===== config.mk =====
export PLATFORM = sky130hd
export DESIGN_NAME = ifq
export DESIGN_NICKNAME = d
export VERILOG_FILES = /design/src/rtl/ifq_pkg.sv /design/src/rtl/ifq_ram.sv /design/src/rtl/ifq.sv
export SDC_FILE = /design/constraint.sdc
export NUM_CORES = 1
export LEC_CHECK = 0
export BUFFER_PORTS_ARGS = -buffer_cell sky130_fd_sc_hd__buf_2
export CORE_AREA = 2 2 99 120
export CTS_CLUSTER_DIAMETER = 30
export DETAILED_ROUTE_END_ITERATION = 10
export DIE_AREA = 0 0 101 122
export PLACE_DENSITY = 0.83
export SYNTH_ARGS = -nofsm -noshare
export SYNTH_HDL_FRONTEND = slang
export SYNTH_HIERARCHICAL = 1
export SYNTH_SLANG_ARGS = --single-unit

===== constraint.sdc =====
create_clock -name clk -period 3.7 [get_ports clk]
set_input_delay 0.37 -clock clk [delete_from_list [all_inputs] [get_ports clk]]
set_output_delay 0.37 -clock clk [all_outputs]
set_load 0.02 [all_outputs]

===== src/rtl/ifq_pkg.sv =====
// Shared fetch-queue widths and entry layout; entries are packed as {pc, instr, err, prdt_taken}.
package ifq_pkg;

  localparam int unsigned MYRISCV_ADDRBUS = 32;
  localparam int unsigned MYRISCV_INSTBUS = 32;

  // Bit positions of the low-order entry fields; pc occupies the top AW bits.
  localparam int unsigned IFQ_PT_BIT    = 0;
  localparam int unsigned IFQ_ERR_BIT   = 1;
  localparam int unsigned IFQ_INSTR_LSB = 2;

  localparam int unsigned IFQ_EW = MYRISCV_ADDRBUS + MYRISCV_INSTBUS + 2;

  function automatic int unsigned ifq_ew(input int unsigned aw, input int unsigned iw);
    return aw + iw + 2;
  endfunction

endpackage


===== src/rtl/ifq_ram.sv =====
// Fetch-queue storage: Depth x Width register file, one write port and one async read port.
module ifq_ram #(
  parameter int unsigned Depth = 2,
  parameter int unsigned Width = 66,
  localparam int unsigned AddrW = $clog2(Depth)
) (
  input  logic             clk_i,
  input  logic             rst_ni,
  input  logic             we_i,
  input  logic [AddrW-1:0] waddr_i,
  input  logic [Width-1:0] wdata_i,
  input  logic [AddrW-1:0] raddr_i,
  output logic [Width-1:0] rdata_o
);

  logic [Width-1:0] mem_q [Depth];

  // Clearing on reset keeps the idle head (and so the dec_* outputs) at zero.
  always_ff @(posedge clk_i) begin
    if (!rst_ni) begin
      mem_q <= '{default: '0};
    end else if (we_i) begin
      mem_q[waddr_i] <= wdata_i;
    end
  end

  assign rdata_o = mem_q[raddr_i];

endmodule


===== src/rtl/ifq.sv =====
// Instruction fetch queue between fetch and decode, flushed on redirect.
// Define IFQ_BYPASS_EN to pass packets straight through to decode when the queue is empty.
module ifq
  import ifq_pkg::*;
#(
  parameter int unsigned DEPTH = 2,
  parameter int unsigned AW    = MYRISCV_ADDRBUS,
  parameter int unsigned IW    = MYRISCV_INSTBUS,
  localparam int unsigned PtrW = $clog2(DEPTH) + 1
) (
  input  logic            clk,
  input  logic            rst,
  input  logic            flush_i,
  input  logic            ifu_vld_i,
  output logic            ifu_rdy_o,
  input  logic [AW-1:0]   ifu_pc_i,
  input  logic [IW-1:0]   ifu_instr_i,
  input  logic            ifu_err_i,
  input  logic            ifu_prdt_taken_i,
  output logic            dec_vld_o,
  input  logic            dec_rdy_i,
  output logic [AW-1:0]   dec_pc_o,
  output logic [IW-1:0]   dec_instr_o,
  output logic            dec_err_o,
  output logic            dec_prdt_taken_o,
  output logic [PtrW-1:0] ifq_cnt_o
);

  localparam int unsigned AddrW = PtrW - 1;
  localparam int unsigned EW    = ifq_ew(AW, IW);

  logic [PtrW-1:0] wr_ptr_q, wr_ptr_d;
  logic [PtrW-1:0] rd_ptr_q, rd_ptr_d;
  logic            empty, full;
  logic            push, pop, wr_en, bypass_take;
  logic [EW-1:0]   wdata, rdata, dec_entry;

  assign empty = (wr_ptr_q == rd_ptr_q);
  assign full  = (wr_ptr_q[PtrW-1] != rd_ptr_q[PtrW-1]) &&
                 (wr_ptr_q[AddrW-1:0] == rd_ptr_q[AddrW-1:0]);

  assign ifu_rdy_o = ~full;
  assign wdata     = {ifu_pc_i, ifu_instr_i, ifu_err_i, ifu_prdt_taken_i};

`ifdef IFQ_BYPASS_EN
  logic bypass;
  assign bypass      = empty & ifu_vld_i & ~flush_i;
  assign dec_vld_o   = ~empty | bypass;
  assign dec_entry   = bypass ? wdata : rdata;
  // A bypassed packet taken by decode this cycle never touches storage.
  assign bypass_take = bypass & dec_rdy_i;
`else
  assign dec_vld_o   = ~empty;
  assign dec_entry   = rdata;
  assign bypass_take = 1'b0;
`endif

  assign push  = ifu_vld_i & ifu_rdy_o & ~flush_i;
  assign wr_en = push & ~bypass_take;
  assign pop   = ~empty & dec_rdy_i & ~flush_i;

  always_comb begin
    wr_ptr_d = wr_ptr_q;
    rd_ptr_d = rd_ptr_q;
    if (flush_i) begin
      wr_ptr_d = '0;
      rd_ptr_d = '0;
    end else begin
      if (wr_en) wr_ptr_d = wr_ptr_q + PtrW'(1);
      if (pop)   rd_ptr_d = rd_ptr_q + PtrW'(1);
    end
  end

  always_ff @(posedge clk) begin
    if (!rst) begin
      wr_ptr_q <= '0;
      rd_ptr_q <= '0;
    end else begin
      wr_ptr_q <= wr_ptr_d;
      rd_ptr_q <= rd_ptr_d;
    end
  end

  ifq_ram #(
    .Depth(DEPTH),
    .Width(EW)
  ) u_ram (
    .clk_i  (clk),
    .rst_ni (rst),
    .we_i   (wr_en),
    .waddr_i(wr_ptr_q[AddrW-1:0]),
    .wdata_i(wdata),
    .raddr_i(rd_ptr_q[AddrW-1:0]),
    .rdata_o(rdata)
  );

  assign dec_pc_o         = dec_entry[EW-1 -: AW];
  assign dec_instr_o      = dec_entry[IFQ_INSTR_LSB +: IW];
  assign dec_err_o        = dec_entry[IFQ_ERR_BIT];
  assign dec_prdt_taken_o = dec_entry[IFQ_PT_BIT];
  assign ifq_cnt_o        = wr_ptr_q - rd_ptr_q;

endmodule


==> impl_metrics.py <==
metrics = {
    "outcome": {
        "status": "completed",
    },
    "routing": {
        "drtAntennaViolNets": 0,
        "finalWirelength_um": 13000,
        "drtIter0Drc": 208,
        "drtPass1Iterations": 6,
        "vias": 4563,
        "vias_per_cell": 5.21,
        "drc": 0,
        "post_drt_wl_per_cell_um": 14.8,
    },
    "power": {
        "combPwrFrac": 0.107,
        "switching_share": 0.234,
        "p_clk_frac": 0.474,
        "internal_power_mw": 2.82,
        "power_leakage_nw": 3.15,
        "power.switching_mw": 0.864,
        "ir_drop_mv": 0.311,
        "power_frac_seq": 0.420,
        "powerDensity_mw_per_mm2": 503,
    },
    "timing": {
        "setup_viol": 0,
        "hold_viol_final": 0,
        "tightest_slew_ns": 0.972,
        "fin_crit_sh": 0.745,
        "fmax_mhz": 363,
        "whs_ns": 0.226,
        "skew_ns": 0.00795,
        "period_needed_ns": 2.76,
        "slew_headroom": 0.352,
        "rsz0062_at_grt": "false",
        "final_max_slew_viol_count": 0,
        "fin_setup_tns_ns": 0,
    },
    "clocking": {
        "clk_pin_slew_worst_paths_ns": 0.06,
        "cts_resized": 0,
        "clk_latency_ns": 0.41,
        "clockBufferDepth": 2,
        "cts_hold_buf": 0,
        "htreeDepth": 4,
        "numCtsBuffers": 17,
        "cts_tree": "done",
        "cts_root_buffer": "clkbuf_16",
        "postCtsSetupRepairBufs": 0,
        "cts.sinks": 136,
    },
    "critical_path": {
        "ff2ff_path_depth": 8,
        "critPathLaunchType": "flip-flop",
        "crit_fanout": 29,
        "cp-end-kind": "flip-flop",
        "required_ns": 4.02,
        "crit_type": "reg2reg",
        "critical_path_arrival_ns": 3.08,
    },
    "yosys": {
        "yosysTopAreaCell": "dfxtp_1",
        "synth_cells": 611,
        "syn_area_mm2": 0.00606,
        "synth_simple_gate_area_frac": 0.141,
        "synth-edff-count": 0,
        "synth_nets": 683,
        "yosys.area.top_type_share": 0.450,
        "avgSynthCellArea_um2": 9.91,
        "synth_top_family_by_area": "multiplexers",
        "synth-xor-area-share": 0.00289,
        "synth_compound_area_frac": 0.00723,
        "synthTopCellsByArea": "dfxtp_1 (45%), mux2i_1 (22%), nand2_1 (12%)",
        "muxShareOfSynthArea": 0.344,
        "yosysSeqAreaShare": 0.450,
        "synth_fa_ha_area_frac": 0.00207,
        "yosys_warnings": 6,
        "ys.flop_type": "dfxtp_1",
        "ys_types": 24,
        "ys_seq_elements": 136,
        "async_reset_ff_frac": 0,
    },
    "final_layout": {
        "fin_area_mm2": 0.00733,
        "area_growth_pct": 21.0,
        "drive_gt1_frac": 0.331,
        "final_net_count": 801,
        "antenna_cells": 0,
        "fill_cells": 925,
    },
    "global_route": {
        "grt-ovfl-total": 0,
        "grt_max_degree": 193,
        "antenna_found_initial": 0,
        "grt_pass1_vias": 4743,
        "track_usage": 0.212,
        "grt_pass1_wl_um": 20800,
    },
    "die": {
        "ios": 141,
        "chipWidth_um": 101,
        "start_util": 0.536,
        "die-area_mm2": 0.0123,
        "die_h_um": 122,
        "core-area_mm2": 0.0113,
        "num_rows": 43,
    },
    "placement": {
        "port_buffers": 140,
        "placed_cell_area_mm2": 0.00671,
        "place.gp.congestion": 0.749,
        "dpl.hpwl_um": 8530,
    },
    "hold_path": {
        "min_path_type": "in2reg",
        "min_path_cells": 2,
    },
    "run": {
        "drv_cap": 0,
    },
}
==> state kept, by name (all words and copies together) (netlist names) <==
register / cells
wr_ptr_q: 2
rd_ptr_q: 2
u_ram/mem_q: 132
==> placed cells by master, fill, tap and decap left out, types with 4 or more instances in the layout <==
master | synthesis | routed
buf_12 | 0 | 4
buf_2 | 18 | 139
bufinv_16 | 0 | 4
clkbuf_16 | 0 | 17
clkinv_2 | 0 | 5
dfxtp_1 | 136 | 135
mux2_2 | 66 | 66
mux2i_1 | 134 | 134
nand2_1 | 200 | 200
nor2_1 | 5 | 5
==> Yosys cell counts (2+ instances only) <==
cell type  number
nor4bb_1        2
nand2_1       200
inv_1           2
buf_2          18
nand2b_1        2
dfxtp_1       136
buf_4           9
a21oi_1         2
nor2b_1         2
mux2_2         66
buf_6          11
mux2i_1       134
nor2_1          5
nand4_1         2
a31oi_1         2
nand3_1         2
xnor2_1         2
clkbuf_1        8
==> cell type report <==
class                   instances  area (um2)  share of cell area
inverters                       2        7.51             0.00102
multi-input cells             427        3020               0.412
repair buffers                145         791               0.108
well taps                     135         169              0.0230
clock buffers                  18         439              0.0599
flip-flops and latches        136        2720               0.372
clock inverters                13         178              0.0242
==> power groups by stage <==
| stage | logic, mW | clock network [mW] | registers, mW |
|---|---|---|---|
| 6_report | 0.393 | 1.75 | 1.55 |
| 5_1_grt | 0.424 | 1.85 | 1.55 |
| 4_1_cts | 0.396 | 1.79 | 1.55 |
| 3_5_place_dp | 0.393 | 0 | 1.58 |
| 3_3_place_gp | 0.382 | 0 | 1.57 |
| 2_1_floorplan | 0.284 | 0 | 1.57 |
==> worst max-delay path, stage by stage, from the launching register on <==
cell     delay (ns)
dfxtp_1        0.47
inv_1          0.10
ha_1           0.44
inv_1          0.13
o21ai_0        0.09
nor2_1         0.15
nor2b_4        0.69
buf_12         0.31
mux2i_1        0.24
==> cells by family after synthesis <==
logic type | Yosys count
adder cells (fa/ha/maj) | 1
AND/OR/NAND/NOR | 217
flip-flops | 136
XOR/XNOR | 2
buffers and inverters | 48
AO/OA/AOI/OAI | 7
multiplexers | 200
==> routing by layer <==
layer | share of wire | track usage
met5 | 0 | 0
met4 | 0.024 | 0.0988
met3 | 0.046 | 0.0539
met2 | 0.51 | 0.379
met1 | 0.42 | 0.233
==> worst paths after layout <==
kind | from | to | slack (ns)
max | wr_ptr_q[0]$_SDFFE_PP0P_ | u_ram/mem_q[93]$_SDFFE_PN0P_ | 0.94
min | dec_rdy_i | rd_ptr_q[1]$_SDFFE_PP0P_ | 0.23
max reg2reg | wr_ptr_q[0]$_SDFFE_PP0P_ | u_ram/mem_q[93]$_SDFFE_PN0P_ | 0.94
min reg2reg | u_ram/mem_q[40]$_SDFFE_PN0P_ | u_ram/mem_q[40]$_SDFFE_PN0P_ | 0.45
==> through the flow <==
step	setup slack, ns	std cells	utilization	total power [mW]
6_report	0.944	876	0.649	3.69
5_1_grt	0.824	876	0.649	3.82
4_1_cts	0.974	876	0.649	3.73
3_5_place_dp	1.02	845	0.594	1.97
3_3_place_gp	1.16	845	0.594	1.96
2_1_floorplan	1.52	611	-	1.85
(Power assumes the default switching activity.)
